`src/rtl/set_check.sv`:
```
// set_check: validity checker for packed SETS x WIDTH shift-lane control words.
// Each lane word is {fill, amount[WIDTH-3:0], direction}. Enabled lanes are
// flagged illegal when the fill bit is set with a zero amount, or when the
// amount reaches the lane width. Results appear one cycle after valid_in.
// Optional build macro: SET_CHECK_STICKY_EN. When it is defined, set_err
// accumulates lane errors until reset or clear.
module set_check #(
  parameter int SETS     = 2,
  parameter int WIDTH    = 4,
  parameter int MIN_SETS = 2,
  parameter int MAX_SETS = 16,
  parameter int CNT_W    = 8,
  localparam int FW      = (SETS > 1) ? $clog2(SETS) : 1
) (
  input  logic                  clk,
  input  logic                  rst_n,
  input  logic                  valid_in,
  input  logic [SETS-1:0]       lane_en,
  input  logic [SETS*WIDTH-1:0] shift_packed,
  input  logic                  clear,
  output logic                  valid_out,
  output logic [SETS-1:0]       set_err,
  output logic                  err_any,
  output logic [FW-1:0]         first_err,
  output logic                  no_lane_err,
  output logic [CNT_W-1:0]      err_count
);

  localparam int AMT_W = WIDTH - 2;

  // Reject lane geometries the shift arrays cannot be built with
  generate
    if (SETS < MIN_SETS || SETS > MAX_SETS) begin : gSetsBad
      $error("SETS out of range");
    end
    if (WIDTH < 3) begin : gWidthBad
      $error("WIDTH must be at least 3");
    end
  endgenerate

  logic [SETS-1:0]  laneErr;
  logic [SETS-1:0]  unusedDir;
  logic [FW-1:0]    firstIdx;
  logic             countEvent;

  logic             validOut_q, validOut_d;
  logic [SETS-1:0]  setErr_q, setErr_d;
  logic [FW-1:0]    firstErr_q, firstErr_d;
  logic             noLane_q, noLane_d;
  logic [CNT_W-1:0] errCount_q, errCount_d;

  // Per-lane legality check and lowest-index error lane
  always_comb begin
    logic [WIDTH-1:0] word;
    logic [AMT_W-1:0] amount;
    logic             fill;
    laneErr   = '0;
    unusedDir = '0;
    firstIdx  = '0;
    word      = '0;
    amount    = '0;
    fill      = 1'b0;
    for (int i = 0; i < SETS; i++) begin
      word         = shift_packed[i*WIDTH +: WIDTH];
      amount       = word[WIDTH-2:1];
      fill         = word[WIDTH-1];
      unusedDir[i] = word[0];
      laneErr[i]   = lane_en[i] &&
                     (((amount == '0) && fill) || (32'(amount) >= 32'(WIDTH)));
    end
    for (int i = SETS - 1; i >= 0; i--) begin
      if (laneErr[i]) firstIdx = FW'(i);
    end
  end

  // Next-state for the registered results and the saturating event counter
  always_comb begin
    countEvent = valid_in && ((laneErr != '0) || (lane_en == '0));
    validOut_d = valid_in;
    noLane_d   = valid_in && (lane_en == '0);
    firstErr_d = valid_in ? firstIdx : firstErr_q;
`ifdef SET_CHECK_STICKY_EN
    setErr_d   = clear ? '0 : (setErr_q | (valid_in ? laneErr : '0));
`else
    setErr_d   = valid_in ? laneErr : '0;
`endif
    errCount_d = errCount_q;
    if (clear) begin
      errCount_d = '0;
    end else if (countEvent && (errCount_q != '1)) begin
      errCount_d = errCount_q + 1'b1;
    end
  end

  // Result registers; asynchronous reset discards any in-flight word
  always_ff @(posedge clk or negedge rst_n) begin
    if (!rst_n) begin
      validOut_q <= 1'b0;
      setErr_q   <= '0;
      firstErr_q <= '0;
      noLane_q   <= 1'b0;
      errCount_q <= '0;
    end else begin
      validOut_q <= validOut_d;
      setErr_q   <= setErr_d;
      firstErr_q <= firstErr_d;
      noLane_q   <= noLane_d;
      errCount_q <= errCount_d;
    end
  end

  // Without the sticky build setErr_q is already zero whenever valid_out is low,
  // so the OR serves both builds
  assign valid_out   = validOut_q;
  assign set_err     = setErr_q;
  assign err_any     = |setErr_q;
  assign first_err   = firstErr_q;
  assign no_lane_err = noLane_q;
  assign err_count   = errCount_q;

endmodule

```
`config.mk`:
```
export PLATFORM = sky130hd
export DESIGN_NAME = set_check
export DESIGN_NICKNAME = d
export VERILOG_FILES = /design/src/rtl/set_check.sv
export SDC_FILE = /design/constraint.sdc
export NUM_CORES = 1
export LEC_CHECK = 0
export ABC_AREA = 1
export CORE_MARGIN = 10
export CORE_UTILIZATION = 27
export CTS_BUF_LIST = sky130_fd_sc_hd__clkbuf_16
export DETAILED_ROUTE_END_ITERATION = 8
export SETUP_SLACK_MARGIN = 0.3
export SLEW_MARGIN = 20
export SYNTH_ARGS = -nofsm -noshare
export SYNTH_HDL_FRONTEND = slang
export SYNTH_SLANG_ARGS = --single-unit
```
`constraint.sdc`:
```
create_clock -name clk -period 1.52 [get_ports clk]
set_input_delay 0.304 -clock clk [delete_from_list [all_inputs] [get_ports clk]]
set_output_delay 0.304 -clock clk [all_outputs]
set_load 0.02 [all_outputs]
```
==> run metrics <==
status=finished clean; via/cell ratio=4.51; H-tree depth=1; drt first-iter violations=33; final design utilization=48.9%; Critical Path Source Type=flop; R2R Path End=err_count[3]; fin crit period=1.29 ns; CP top delay family=flip-flops; CORE AREA=2730 sq um; Post-DP Area=1180 sq um; layout cell share with drive strength beyond 1=35.3%; WP buf/inv=1; met3 Use GR=4.22%; Layout Nets=169; Cells after Synth=103; Worst path depth=2; RSZ-0062 raised after global routing=yes; Yosys cell types=16; Reg2Reg Depth=8; initial antenna violation count=0; most frequent cells in the layout=24 x nand2_1, 18 x buf_4, 15 x nor2_1; yosys warns=0; cell area after synthesis=762 sq um; Post-Layout Inst Area=1340 sq um; crit end category=output port; vias=829; Boundary Pins=28; leakage power=0.710 nW; met2 Use GR=14.5%; vias in the first global route=862; met1 usage=9.39%; Worst Path Arrival=0.98 ns; first-pass GRT wire length=3780 microns; total power=0.000991 W; Critical Path Sink=err_any; Max IR drop VDD=0.600 mV; Clk Latency, worst-skew pair=0.24 ns; Max Clk Rate=777 MHz; Net Count, Synth=118; Routed wire per std cell=11.7 microns; setup ws final=0.234 ns; worst hold margin=0.372 ns; Area Overhead vs Synth=75.5%; Crit. Startpoint=set_err[1]; commonest non-fill, non-tap cell in the layout=nand2_1; Max Slew Vio Count=0; Die H=73.1 microns; WP data required=1.22 ns; PortBufs=25; TritonCTS Buffers=3; final wirelength=2160 microns; global route hottest layer=met2; first-pass detailed-route iteration total=4; CTS tree=yes; GPL Wtd Cong=0.806; GRT Total Usage=8.92%; clk sink count=13; Bufs on Longest Clock Path=2; DR DRC count=0; antenna-violating nets left=0; Initial Utilization=27.9%; Final setup viols=0; launch point of the worst reg-to-reg path=err_count[0]; crit-path cells=or2_4, buf_6; Worst Tran Pin Value=0.215 ns; crit-path max FO=2; Placement Setup Slack=-0.00995 ns; Worst R2R Setup Slack=0.24 ns; width of the die=73.1 microns; crit path kind=flop to output port; Die ar.=5350 sq um; Setup Skew=0.00117 ns; Mean Syn Cell Area=7.40 sq um; sequential share of the synthesized area=42.7%; Fill cells=270; Final period util=84.6%; global route overflow=0; detailed placement HPWL=1580 microns; # rows=19; Max-Slew Margin vs Limit=85.7%; number of synthesized register bits=13; pin count of the biggest net entering global routing=16; hold crit path type=primary input to asynchronous set/reset pin; PwrDens=741 nW/um^2; CP peak stage delay=0.37 ns; CTS clock-pin slew for the worst setup and hold paths=0.04 ns; CP max-delay cell=dfrtp_1; maxcap violations=0; Hold Vio Cnt, Final=0; CTS root buf=clkbuf_16; Diodes inserted=0
==> repair_timing <==
item | CTS | global route
gates resized for setup | 49 | 16
endpoints found under the setup margin | 22 | 16
hold buffers | 0 | 0
endpoints found under the hold margin | 0 | 0
gates cloned | 1 | 0
setup buffers | 7 | 0
pin swaps | 1 | 2
==> worst reg2reg max path, cell delays in order (launching register included) <==
cell,delay (ns)
dfrtp_2,0.42
ha_4,0.17
nand2_4,0.07
nor2_4,0.04
a21oi_4,0.19
nand2_2,0.12
nand2_2,0.08
nand2_1,0.05
nand2_1,0.06
==> cells in the mapped netlist <==
| library cell | count | share of area, % |
|---|---|---|
| a22o_1 | 1 | 1.1 |
| nand2_2 | 2 | 1.6 |
| inv_1 | 13 | 6.4 |
| nand2_1 | 27 | 13 |
| ha_1 | 1 | 1.6 |
| nand3_1 | 15 | 9.9 |
| or2_2 | 1 | 0.82 |
| nor2_4 | 2 | 3.0 |
| nor2_1 | 17 | 8.4 |
| buf_2 | 1 | 0.66 |
| nand2_4 | 1 | 1.5 |
| nand4_1 | 4 | 3.3 |
| a21oi_4 | 1 | 2.1 |
| dfrtp_1 | 13 | 43 |
| nor3_1 | 2 | 1.3 |
| xor2_1 | 2 | 2.3 |
==> per-layer routing <==
| layer | routed length [microns] | part of all wire (%) |
|---|---|---|
| met4 | 38 | 1.8 |
| met3 | 160 | 7.4 |
| met5 | 0 | 0 |
| met2 | 1060 | 49 |
| met1 | 902 | 42 |
==> sequential cells by signal, indices dropped and copies added, names as in the netlist <==
| signal | flops |
|---|---|
| valid_out | 1 |
| first_err | 1 |
| err_count | 8 |
| no_lane_err | 1 |
| set_err | 2 |
==> stage by stage <==
| stage | instances | TNS (ns) |
|---|---|---|
| 2_1_floorplan | 103 | 0 |
| 3_3_place_gp | 172 | -0.00109 |
| 3_5_place_dp | 172 | -0.0326 |
| 4_1_cts | 184 | 0 |
| 5_1_grt | 184 | 0 |
| 6_report | 184 | 0 |
==> final cells by class <==
cell class	instances	area, sq um	share of cell area [%]
Clock buffer	3	75.1	5.61
Timing Repair Buffer	46	412	30.8
Clock inverter	1	3.75	0.281
Inverter	13	48.8	3.65
Multi-Input combinational cell	77	432	32.3
Tap cell	31	38.8	2.90
Sequential cell	13	328	24.5
==> where the power goes <==
| part | switching, W | leakage (nW) | internal, W |
|---|---|---|---|
| registers | 0.00000502 | 0.175 | 0.000354 |
| logic | 0.0000676 | 0.493 | 0.0000738 |
| clock network | 0.000144 | 0.0423 | 0.000347 |
==> logic make-up (layout without fill, tap and decap cells) <==
family,count (synthesis),count (layout),synth area share (%)
AOI/OAI and AO/OA,2,2,3.28
xor gates and xnor gates,2,2,2.30
adders and majority gates,1,1,1.64
buffers and inverters,14,63,7.06
DFF,13,13,42.7
and+or+nand+nor,71,72,43.0
==> worst min path at each step <==
stage	from	to	cells after the start
2_1_floorplan	rst_n	err_count[0]	0
3_3_place_gp	first_err	first_err	1
3_5_place_dp	first_err	first_err	1
4_1_cts	rst_n	err_count[4]	2
5_1_grt	rst_n	err_count[4]	2
6_report	rst_n	err_count[4]	2
Note: power is estimated with default switching activity, not from simulation.
